### src/rtl/mac_seq_pkg.sv
// Shared definitions for the MAC array sequencer.
//   state_t     : sequencer state encoding
//   *_DEF       : default values for N, TILES and TIMEOUT
//   idx_width() : clog2 of a count, never narrower than 1 bit
package mac_seq_pkg;

  localparam int unsigned N_DEF       = 4;
  localparam int unsigned TILES_DEF   = 4;
  localparam int unsigned TIMEOUT_DEF = 64;

  typedef enum logic [2:0] {
    S_IDLE,
    S_LOAD_W,
    S_LOAD_A,
    S_START_C,
    S_WAIT,
    S_DONE,
    S_ERROR
  } state_t;

  function automatic int unsigned idx_width(input int unsigned v);
    return (v > 1) ? $clog2(v) : 1;
  endfunction

endpackage

### src/rtl/wait_timer.sv
// Counts consecutive enabled cycles and flags the TIMEOUT-th one.
//   clk, rst : clock and synchronous active-high reset
//   clear    : restart the count at 0
//   enable   : count this cycle
//   expired  : high during the TIMEOUT-th consecutive enabled cycle
module wait_timer
  import mac_seq_pkg::*;
#(
  parameter int unsigned TIMEOUT = TIMEOUT_DEF
) (
  input  logic clk,
  input  logic rst,
  input  logic clear,
  input  logic enable,
  output logic expired
);

  localparam int unsigned   CW   = idx_width(TIMEOUT);
  localparam logic [CW-1:0] LAST = CW'(TIMEOUT - 1);

  logic [CW-1:0] count;

  // Holds at LAST so a stalled enable cannot wrap back into a fresh window.
  always_ff @(posedge clk) begin
    if (rst || clear) begin
      count <= '0;
    end else if (enable && (count != LAST)) begin
      count <= count + CW'(1);
    end
  end

  assign expired = enable && (count == LAST);

endmodule

### src/rtl/mac_array_seq.sv
// Job sequencer for an NxN systolic MAC array: loads N weight rows (unless
// still valid and reuse is requested), then for each of TILES A tiles loads
// N rows, kicks the compute and waits for the output collector.
//   CLK, RST              : clock, synchronous active-high reset
//   ext_start, w_reuse    : job request, skip weight load if weights valid
//   abort                 : cancel the job from any busy state
//   row_done_from_output  : tile-complete pulse from the output collector
//   W_LOAD/WROW           : weight-row write strobe and row index
//   LOAD_EN/IDST/ODST     : A-row write strobe, row index, tile index
//   START_CALC            : one-cycle compute kick
//   BUSY/System_Done/ERR  : status
// All outputs decode from registered state and counters only.
module mac_array_seq
  import mac_seq_pkg::*;
#(
  parameter int unsigned N       = N_DEF,
  parameter int unsigned TILES   = TILES_DEF,
  parameter int unsigned TIMEOUT = TIMEOUT_DEF
) (
  input  logic                          CLK,
  input  logic                          RST,
  input  logic                          ext_start,
  input  logic                          w_reuse,
  input  logic                          abort,
  input  logic                          row_done_from_output,
  output logic                          W_LOAD,
  output logic [idx_width(N)-1:0]       WROW,
  output logic                          LOAD_EN,
  output logic [idx_width(N)-1:0]       IDST,
  output logic [idx_width(TILES)-1:0]   ODST,
  output logic                          START_CALC,
  output logic                          BUSY,
  output logic                          System_Done,
  output logic                          ERR
);

  localparam int unsigned ROW_W  = idx_width(N);
  localparam int unsigned TILE_W = idx_width(TILES);
  localparam logic [ROW_W-1:0]  ROW_LAST  = ROW_W'(N - 1);
  localparam logic [TILE_W-1:0] TILE_LAST = TILE_W'(TILES - 1);

  state_t             state, state_next;
  logic [ROW_W-1:0]   row, row_next;
  logic [TILE_W-1:0]  tile, tile_next;
  logic               w_valid, w_valid_next;
  logic               timer_expired;

  wait_timer #(.TIMEOUT(TIMEOUT)) u_wait_timer (
    .clk     (CLK),
    .rst     (RST),
    .clear   (state != S_WAIT),
    .enable  (state == S_WAIT),
    .expired (timer_expired)
  );

  always_ff @(posedge CLK) begin
    if (RST) begin
      state   <= S_IDLE;
      row     <= '0;
      tile    <= '0;
      w_valid <= 1'b0;
    end else begin
      state   <= state_next;
      row     <= row_next;
      tile    <= tile_next;
      w_valid <= w_valid_next;
    end
  end

  always_comb begin
    state_next   = state;
    row_next     = row;
    tile_next    = tile;
    w_valid_next = w_valid;

    case (state)
      S_IDLE: begin
        row_next  = '0;
        tile_next = '0;
        if (ext_start) begin
          state_next = (w_reuse && w_valid) ? S_LOAD_A : S_LOAD_W;
        end
      end
      S_LOAD_W: begin
        if (row == ROW_LAST) begin
          row_next     = '0;
          tile_next    = '0;
          w_valid_next = 1'b1;
          state_next   = S_LOAD_A;
        end else begin
          row_next = row + ROW_W'(1);
        end
      end
      S_LOAD_A: begin
        if (row == ROW_LAST) begin
          row_next   = '0;
          state_next = S_START_C;
        end else begin
          row_next = row + ROW_W'(1);
        end
      end
      S_START_C: state_next = S_WAIT;
      S_WAIT: begin
        // A completion in the same cycle as expiry still counts as completion.
        if (row_done_from_output) begin
          if (tile == TILE_LAST) begin
            state_next = S_DONE;
          end else begin
            tile_next  = tile + TILE_W'(1);
            state_next = S_LOAD_A;
          end
        end else if (timer_expired) begin
          w_valid_next = 1'b0;
          state_next   = S_ERROR;
        end
      end
      S_DONE: begin
        tile_next  = '0;
        state_next = S_IDLE;
      end
      S_ERROR: state_next = S_ERROR;
      default: state_next = S_IDLE;
    endcase

    // A partially written weight set must not be reused.
    if (abort && (state != S_IDLE)) begin
      state_next   = S_IDLE;
      row_next     = '0;
      tile_next    = '0;
      w_valid_next = (state == S_LOAD_W) ? 1'b0 : w_valid;
    end
  end

  always_comb begin
    W_LOAD      = (state == S_LOAD_W);
    LOAD_EN     = (state == S_LOAD_A);
    START_CALC  = (state == S_START_C);
    BUSY        = (state != S_IDLE);
    System_Done = (state == S_DONE);
    ERR         = (state == S_ERROR);
    WROW        = W_LOAD ? row : '0;
    IDST        = LOAD_EN ? row : '0;
    ODST        = (LOAD_EN || START_CALC) ? tile : '0;
  end

endmodule
### config.mk
export PLATFORM = sky130hd
export DESIGN_NAME = mac_array_seq
export DESIGN_NICKNAME = d
export VERILOG_FILES = /design/src/rtl/mac_seq_pkg.sv /design/src/rtl/wait_timer.sv /design/src/rtl/mac_array_seq.sv
export SDC_FILE = /design/constraint.sdc
export NUM_CORES = 1
export LEC_CHECK = 0
export ABC_AREA = 1
export CORE_ASPECT_RATIO = 0.9
export CORE_MARGIN = 3
export CORE_UTILIZATION = 25
export DETAILED_ROUTE_END_ITERATION = 7
export PLACE_DENSITY = 0.57
export SYNTH_ARGS = -nofsm -noshare
export SYNTH_HDL_FRONTEND = slang
export SYNTH_SLANG_ARGS = --single-unit
### constraint.sdc
create_clock -name CLK -period 1.4 [get_ports CLK]
set_clock_uncertainty 0.05 [all_clocks]
set_input_delay 0.21 -clock CLK [delete_from_list [all_inputs] [get_ports CLK]]
set_output_delay 0.21 -clock CLK [all_outputs]
set_load 0.01 [all_outputs]
=== Word-level counts from Yosys, hierarchy flattened ===
Index checks and enable logic that the tools add are counted.
W data, S select, Z words.

* Output and inout bits: 12
* Register bits: 14
* Input bits: 6
* Logic and storage cells: 69

* Reductions and logical operators: 17
* Muxes and demuxes: 23
* $add $sub $neg: 3
* Equal/unequal tests: 21

{| class="wikitable"
|+ Operator list
! kind !! number
|-
| $mux W3 || 6
|-
| $pmux W3 S6 || 1
|-
| $mux W2 || 8
|-
| $ne A3 B3 Y1 const B || 4
|-
| $eq A3 B3 Y1 const B || 3
|-
| $ne A2 B2 Y1 const B || 4
|-
| $reduce_and A4 Y1 || 2
|-
| $add A6 B1 Y6 const B || 1
|-
| $eq A3 B2 Y1 const B || 2
|-
| $eq A6 B6 Y1 const B || 1
|-
| $ne A6 B6 Y1 const B || 1
|-
| $pmux W2 S3 || 1
|-
| $reduce_bool A3 Y1 || 2
|-
| $reduce_or A2 Y1 || 3
|-
| $mux W1 || 5
|-
| $reduce_and A5 Y1 || 1
|-
| $add A2 B1 Y2 const B || 2
|-
| $eq A2 B2 Y1 const B || 2
|-
| $logic_and A1 B1 Y1 || 4
|-
| $ne A2 B1 Y1 const B || 2
|-
| $pmux W2 S2 || 1
|-
| $reduce_bool A2 Y1 || 2
|-
| $eq A3 B1 Y1 const B || 1
|-
| $logic_not A3 Y1 || 1
|-
| other kinds (3) || 4
|}

=== Longest topological paths before layout ===
Gate-level depths: netlist of run 1.

* Word-level depth: 6
* Mapped depth: 9
* Mapped depth without buffers: 9

=== Hierarchy ===
Synthesis of run 1 repeated with hierarchy kept, for this count alone.

* Cells, all modules: 146
* Area total of the unflattened synthesis: 929.6 µm²

{| class="wikitable"
|+ By module, submodules not included
! module !! cells each !! times used !! area each (µm²) !! sequential area each (µm²)
|-
| mac_array_seq || 99 || 1 || 596.8 || 160.2
|-
| wait_timer || 47 || 1 || 332.8 || 120.1
|}

=== Worst setup path before layout of run 1 ===
OpenSTA, ideal clock, no wires.

* Path type: flip-flop to output port
* Start: register state[0]
* End: output ODST[0]
* Arrival time: 1118 ps
* Setup slack: 22 ps
* Path buffers: 0
* Required time: 1140 ps
* Stages on the path, launching flop included: 4
* Cell sequence: dfxtp_1 > inv_1 > nor3_1 > o21a_1

* Longest elaborated chain between the ends: 3
* Elaborated cells on any way between the ends: 4
* Those cells by class: eq/ne: 2; mux: 1; reduce/logical: 1

{| class="wikitable"
|+ Ends and longest elaborated chain
! item !! RTL line !! text
|-
| start, declared || mac_array_seq.sv:42 || <nowiki>state_t state, state_next;</nowiki>
|-
| start signal, assigned || mac_array_seq.sv:63 || <nowiki>state <= state_next;</nowiki>
|-
| $eq A3 B2 Y1 || mac_array_seq.sv:137 || <nowiki>START_CALC = (state == S_START_C);</nowiki>
|-
| via START_CALC || mac_array_seq.sv:31 || <nowiki>output logic START_CALC,</nowiki>
|-
| $logic_or A1 B1 Y1 || mac_array_seq.sv:143 || <nowiki>ODST = (LOAD_EN || START_CALC) ? tile : '0;</nowiki>
|-
| $mux W2 || mac_array_seq.sv:143 ||
|-
| end, declared || mac_array_seq.sv:30 || <nowiki>output logic [idx_width(TILES)-1:0] ODST,</nowiki>
|}

The timed path passes the listed nets, and every way through them passes these cells.

=== Final worst setup path of run 1 ===
* Start: register state[1]
* End: output ODST[1]

* Longest elaborated chain between the ends: 3
* Elaborated cells on any way between the ends: 4
* Those cells by class: eq/ne: 2; mux: 1; reduce/logical: 1

{| class="wikitable"
|+ Ends and longest elaborated chain
! item !! RTL line
|-
| $eq A3 B2 Y1, on equally long branches || mac_array_seq.sv:136, mac_array_seq.sv:137
|-
| $logic_or A1 B1 Y1 * || mac_array_seq.sv:143
|-
| $mux W2 * || mac_array_seq.sv:143
|}

Every way passes the cells marked *; elsewhere a longest branch is shown, timed or not.

==> metrics.md, run 1 <==
| Metric | Value |
|---|---|
| Internal | ~1.2 mW |
| Initial antenna violation count | 0 |
| Tmin final | approximately 1.4 ns |
| Largest net degree at the start of global routing | 8 |
| Startpoint type of the worst setup path | register |
| Post-layout util | 45.5% |
| Slew HR | a little under nine tenths |
| I/O pins | 18 |
| Worst setup margin | -0.0218 ns |
| Height of the chip | 62.8 um |
| ANT nets after route | 0 |
| Final cell count without fillers | 233 |
| Status | complete, but fails checks |
| Placed Cells | 226 |
| Grt ovf | 0 |
| Post-Synth Adder-Cell Area | under 10% |
| Hold WS | 0.428 ns |
| Starting Density | 27.7% |
| Clk network pwr share | 16.5% |
| Multiplexer share of the synthesized area | 0% |
| Post-Synth XOR/XNOR Area | less than 1% |
| Clk_lat worst skew | 0.25 ns |
| Setup Total Neg Slack | -0.0528 ns |
| Syn avg cell area | 6.21 um2 |
| Net Sw Frac | 41.5% |
| Hold crit path type | register to register |
| Final RePlAce weighted congestion | 0.783 |
| Static leakage | 0.708 nW |
| Post-synthesis simple-gate area fraction | 39.9% |
| Clock buffer depth | 2 |
| Flop pwr share | 26.7% |
| Mapped Area | about 890 um2 |
| N_diodes | 0 |
| RSZ-0062 raised after global routing | true |
| Arr. time, crit path | 1.16 ns |
| Crit-path max FO | 3 |
| Dpl cell area | 1290 um2 |
| CP endpoint kind | output pin |
| CTS H-tree lvls | 1 |
| Share of layout cells above drive strength 1 | 46.1% |
| Slew Limit Fails | 0 |
| Largest family of logic cells by synthesized area | simple AND/OR/NAND/NOR gates |
| Flop2flop setup slack | -0.01 ns |
| DRT iter0 DRCs | 21 |
| Worst Tran Pin Value | 0.222 ns |
| Core area | 3230 um2 |
| Sw power | between 0.8 and 0.9 mW |
| Cts-stage hold buffer count | 0 |
| Worst vdd ir | 0.426 mV |
| Row cnt | 19 |
| CTS tree | yes |
| Wire per inst | 10.6 um |
| Fmax | 0.703 GHz |
| Root Buffer | clkbuf_8 |
| Final period util | 102% |
| Die width | 69.1 um |
| CTS Buf Count | 3 |
| Synth Warn # | 0 |
| Post-synthesis cell count | 144 |
| Total Routed Length | 2470 um |
| Comb pwr share | 56.7% |
| DRC violation count after routing | 0 |
| Nets@finish | approximately 200 |
| Crit Path Class | register to output pin |
| Most frequent cells in the layout | buf_4, inv_1, nand2_1 |
| Num Clock Sinks | 14 |
| Area growth syn-to-layout | 64.6% |
| Post-synthesis sequential area ratio | 31.3% |
| Gr usage total | 11.7% |
| Die area | 4330 um2 |
| Compound-Gate Fraction of Synth Area | ~11% |
| Detailed placement HPWL | 1790 um |
| Clock slew at reported path FFs | 0.06 ns |
| Post-synth net total | 153 |
| Vias | 1036 |
| Commonest non-fill, non-tap cell in the layout | buf_4 |
| Final hold vios | 0 |
| Final setup viols | 4 |
| Worst EP required | 1.14 ns |
| Max-cap violations | 0 |
| Vias per cell | approximately 4.4 |
| PD cells | around 1400 nW/um2 |
| Port bufs | 17 |
| Failing checks | setup timing |
| Count of cell types in the netlist | 21 |
| Post-route cell area | 1470 um2 |
| Drt pass-1 iters | 2 |
| First-pass GRT wire length | 4130 um |
| #FFs+latches synth | 14 |
| Number of global-route vias before repair | about 1000 |
## worst max-delay path, cell delays in order, from the launching register on
cell	delay [ns]
dfxtp_2	0.33
buf_4	0.14
nand3_4	0.08
inv_2	0.05
o21a_1	0.18
buf_2	0.13
## power by group through the flow
| stage | clock network [mW] | logic [mW] | registers, mW |
|---|---|---|---|
| final | 0.336 | 1.16 | 0.545 |
| after global routing | 0.359 | 1.29 | 0.553 |
| after CTS | 0.347 | 0.981 | 0.542 |
| after detailed placement | 0 | 0.944 | 0.539 |
| after global placement | 0 | 0.928 | 0.534 |
| after floorplan | 0 | 0.538 | 0.537 |
## synth_stat cells
master	n	area share, %
nor3_1	4	2.2
nand3_2	2	2.2
o31ai_1	1	0.84
nor2_2	3	2.1
or2_0	1	0.70
a21oi_1	6	3.4
and3_1	1	0.70
o21a_1	2	1.7
ha_1	3	4.2
dfxtp_1	14	31
nand3_1	8	4.5
o21ai_0	6	3.4
nand4_1	2	1.4
nor2_1	23	9.7
o211ai_1	1	0.84
xnor2_1	1	0.98
nand2_1	29	12
a21oi_2	1	0.98
nand2_2	6	4.2
inv_2	4	1.7
inv_1	26	11
## path summary, 6_finish.rpt
check	startpoint	endpoint	depth (start not counted)
min reg2reg	u_wait_timer.count[3]	u_wait_timer.count[3]	2
max reg2reg	state[1]	tile[0]	9
min	u_wait_timer.count[3]	u_wait_timer.count[3]	2
max	state[1]	ODST[1]	5
## registers in the layout (all words and copies together), names as in the netlist
| name | cells |
|---|---|
| tile | 2 |
| state | 3 |
| u_wait_timer.count | 6 |
| row | 2 |
| w_valid | 1 |
## cells by family (layout without fill, tap and decap cells)
family	count (synthesis)	after routing
AND/OR/NAND/NOR	79	79
buffers and inverters	30	77
AO/OA/AOI/OAI	17	17
flip-flops	14	14
adder cells (fa/ha/maj)	3	3
XOR/XNOR	1	1
## metrics by stage
| step | power, mW | setup WS [ns] |
|---|---|---|
| final | 2.04 | -0.0218 |
| after floorplan | 1.08 | 0.0216 |
| after global placement | 1.46 | -0.220 |
| after detailed placement | 1.48 | -0.246 |
| after CTS | 1.87 | -0.0351 |
| after global routing | 2.21 | -0.131 |
## cell type report
cell class	instances	area [um2]
Clock buffer	3	41.3
Fill cell	336	1760
Inverter	30	125
Multi-Input combinational cell	100	641
Sequential cell	14	287
Tap cell	42	52.6
Timing Repair Buffer	44	327
## repair_timing
action                                  in CTS  in global routing
resized for setup                           64                 37
buffers inserted                             2                  2
endpoints found under the setup margin      19                 24
pin swaps                                    3                  5
## routing by layer
layer / GRT usage (%) / vias up / wire length [um]
met1: 12.0 / 472 / 1050
met5: 0 / - / 0
li1: - / 543 / -
met4: 8.29 / 0 / 66
met2: 20.6 / 14 / 1280
met3: 2.89 / 7 / 70
(Power assumes the default switching activity.)
==> run 2, diff against run 1 <==
REMOVE_ABC_BUFFERS = 1   (was default)
==> results of run 2 <==
Final layout, timing and power as in run 1 (identical DEF).
==> run 3, diff against run 2 <==
ABC_AREA = default   (was 1)
==> metrics.md, run 3 <==
| Metric | Value |
|---|---|
| Drt pass-1 iters | 5 (was 2) |
| DRT iter0 DRCs | 45 (was 21) |
| Die area | 4410 um2 (was 4330 um2) |
| Worst setup margin | -0.124 ns (was -0.0218 ns) |
| Synth Warn # | 0 (unchanged) |
| Worst setup path end | WROW[0] (was ODST[1]) |
| Num Clock Sinks | 14 (unchanged) |
| Clock buffer depth | 2 (unchanged) |
| CP endpoint kind | output pin (unchanged) |
| Grt ovf | 0 (unchanged) |
| Stages on the worst setup path | 4 (was 5) |
| Worst EP required | 1.14 ns (about the same) |
| Sw power | 0.762 mW (was 0.845 mW) |
| Gr usage total | 14.6% (was 11.7%) |
| Final hold vios | 0 (unchanged) |
| I/O pins | 18 (unchanged) |
| Clk_lat worst skew | 0.25 ns (about the same) |
| R2R depth | 5 (was 9) |
| Clk network pwr share | 18.8% (was 16.5%) |
| Slew HR | 75.5% (was 85.1%) |
| Largest register FFs | 6 (unchanged) |
| Count of cell types in the netlist | 42 (was 21) |
| Syn avg cell area | 8.22 um2 (was 6.21 um2) |
| Status | complete, but fails checks (unchanged) |
| Origin of the critical flop-to-flop path | state[0] (was state[1]) |
| Flop pwr share | 23.0% (was 26.7%) |
| Critical path buffer and inverter count | 2 (was 3) |
| Tmin final | 1.52 ns (was 1.42 ns) |
| Die width | 69.7 um (was 69.1 um) |
| Place WS | -0.293 ns (was -0.246 ns) |
| Mapped Area | 912 um2 (was 895 um2) |
| Cts-stage hold buffer count | 0 (unchanged) |
| Post-synthesis cell count | 111 (was 144) |
| Hold_sp | w_valid (was u_wait_timer.count[3]) |
| Post-synthesis sequential area ratio | 30.7% (was 31.3%) |
| Number of global-route vias before repair | 1063 (was 1040) |
| Detailed placement HPWL | 2000 um (was 1790 um) |
| Net Sw Frac | 34.8% (was 41.5%) |
| Arr. time, crit path | 1.26 ns (was 1.16 ns) |
| Reg with most FFs | u_wait_timer.count (unchanged) |
| Flop2flop setup slack | -0.12 ns (was -0.01 ns) |
| Largest net degree at the start of global routing | 9 (was 8) |
| Startpoint type of the worst setup path | register (unchanged) |
| RSZ-0062 raised after global routing | true (unchanged) |
| Cell-by-cell trace of the critical path | buf_4 -> nor3b_2 -> and2_1 -> buf_2 (was buf_4 -> nand3_4 -> inv_2 -> o21a_1 -> buf_2) |
| Wire per inst | 13.7 um (was 10.6 um) |
| ANT nets after route | 0 (unchanged) |
| Static leakage | 0.788 nW (was 0.708 nW) |
| First-pass GRT wire length | 5260 um (was 4130 um) |
| Worst vdd ir | 0.496 mV (was 0.426 mV) |
| Largest regs | u_wait_timer.count (6), state (3) (unchanged) |
| R2r endpoint | state[1] (was tile[0]) |
| Vias | 1096 (was 1036) |
| Crit-path max cell delay | 0.37 ns (was 0.33 ns) |
| Fmax | 0.656 GHz (was 0.703 GHz) |
| Crit. Startpoint | state[1] (unchanged) |
| Vias per cell | 4.85 (was 4.45) |
| Final setup viols | 17 (was 4) |
| Starting Density | 26.6% (was 27.7%) |
| Largest cells by area after synthesis | dfxtp_1, nor2_1, and2_1 (was dfxtp_1, nand2_1, inv_1) |
| Clock slew at reported path FFs | 0.06 ns (about the same) |
| EDFF count, synth | 0 (unchanged) |
| Nets@finish | 192 (was 202) |
| Worst Tran Pin Value | 0.363 ns (was 0.222 ns) |
| Failing checks | setup timing (unchanged) |
| Async S/R FF share, synth | 0% (unchanged) |
| Placed Cells | 207 (was 226) |
| Dpl cell area | 1410 um2 (was 1290 um2) |
| CTS Buf Count | 3 (unchanged) |
| Area growth syn-to-layout | 96.8% (was 64.6%) |
| Crit-path max FO | 4 (was 3) |
| Height of the chip | 63.3 um (was 62.8 um) |
| Port bufs | 17 (unchanged) |
| Root Buffer | clkbuf_8 (unchanged) |
| Yosys top cell area share | 30.7% (was 31.3%) |
| CP max-delay cell | dfxtp_4 (was dfxtp_2) |
| Hold crit path type | register to register (unchanged) |
| Internal | 1.43 mW (was 1.19 mW) |
| Setup Total Neg Slack | -1.14 ns (was -0.0528 ns) |
| CP top delay family | simple AND/OR/NAND/NOR gates (was flip-flops) |
| Commonest non-fill, non-tap cell in the layout | buf_4 (unchanged) |
| Share of layout cells above drive strength 1 | 62.6% (was 46.1%) |
| Slew Limit Fails | 0 (unchanged) |
| Row cnt | 20 (was 19) |
| Tot Pwr | 2.19 mW (was 2.04 mW) |
| Top FF cell, synth | dfxtp_1 (unchanged) |
| Comb pwr share | 58.2% (was 56.7%) |
| Post-layout util | 52.4% (was 45.5%) |
| CTS tree | yes (unchanged) |
| Post-route cell area | 1800 um2 (was 1470 um2) |
| Final period util | 109% (was 102%) |
| N_diodes | 0 (unchanged) |
| Final RePlAce weighted congestion | 0.802 (was 0.783) |
| Total Routed Length | 3100 um (was 2470 um) |
| Top cells by instance count after synthesis | dfxtp_1, nor2_1, nand2_1, a21oi_1, and2_1 (was nand2_1, inv_1, nor2_1, dfxtp_1, nand3_1) |
| CTS H-tree lvls | 1 (unchanged) |
| Final cell count without fillers | 226 (was 233) |
| Initial antenna violation count | 0 (unchanged) |
| Crit Path Class | register to output pin (unchanged) |
| Hold WS | 0.465 ns (was 0.428 ns) |
| Core area | 3430 um2 (was 3230 um2) |
| Yosys top cell by area | dfxtp_1 (unchanged) |
| Most frequent cells in the layout | buf_4, buf_6, nor2_1 (was buf_4, inv_1, nand2_1) |
| #FFs+latches synth | 14 (unchanged) |
| DRC violation count after routing | 0 (unchanged) |
| PD cells | 1220 nW/um2 (was 1380 nW/um2) |
| Max-cap violations | 0 (unchanged) |
-- run 3: final cells by class --
type | instances | area (um2)
inverters | 3 | 16.3
clock buffers | 4 | 55.1
repair buffers | 72 | 609
fillers | 282 | 1630
flip-flops and latches | 14 | 297
well taps | 44 | 55.1
multi-input cells | 89 | 763
-- run 3: worst min-delay path by stage --
stage                          end  slack (ns)  depth (start not counted)
after global placement     w_valid        0.43                          1
after detailed placement   w_valid        0.44                          1
after CTS                  w_valid        0.47                          1
after global routing       w_valid        0.48                          1
final                      w_valid        0.47                          1
after floorplan           state[2]        0.34                          2
-- run 3: what timing repair did --
action	in CTS	in global routing
pin swaps	27	11
endpoints found under the setup margin	26	25
gates resized for setup	94	24
setup buffers	10	5
-- run 3: logic make-up (layout without fill, tap and decap cells) --
| group | after synthesis | count (layout) | synth area share (%) |
|---|---|---|---|
| buffers and inverters | 8 | 79 | 4.66 |
| multiplexers | 2 | 2 | 2.19 |
| flip-flops | 14 | 14 | 30.7 |
| XOR/XNOR | 2 | 2 | 1.92 |
| AND/OR/NAND/NOR | 55 | 55 | 33.6 |
| adder cells (fa/ha/maj) | 3 | 3 | 4.12 |
| AO/OA/AOI/OAI | 27 | 27 | 22.8 |
-- run 3: per-layer routing --
metal / part of all wire, % / GRT usage, % / vias up
met4: 2.1 / 5.74 / 0
li1: - / - / 548
met5: 0 / 0 / -
met1: 46 / 19.4 / 514
met3: 3.9 / 1.75 / 7
met2: 48 / 24.0 / 27
-- run 3: power by group through the flow --
stage	Combinational, mW	Sequential, mW	Clock, mW
floorplan	0.380	0.528	0
global route	1.37	0.509	0.435
global placement	0.877	0.477	0
CTS	1.12	0.502	0.407
finish	1.27	0.504	0.410
detailed placement	0.891	0.478	0
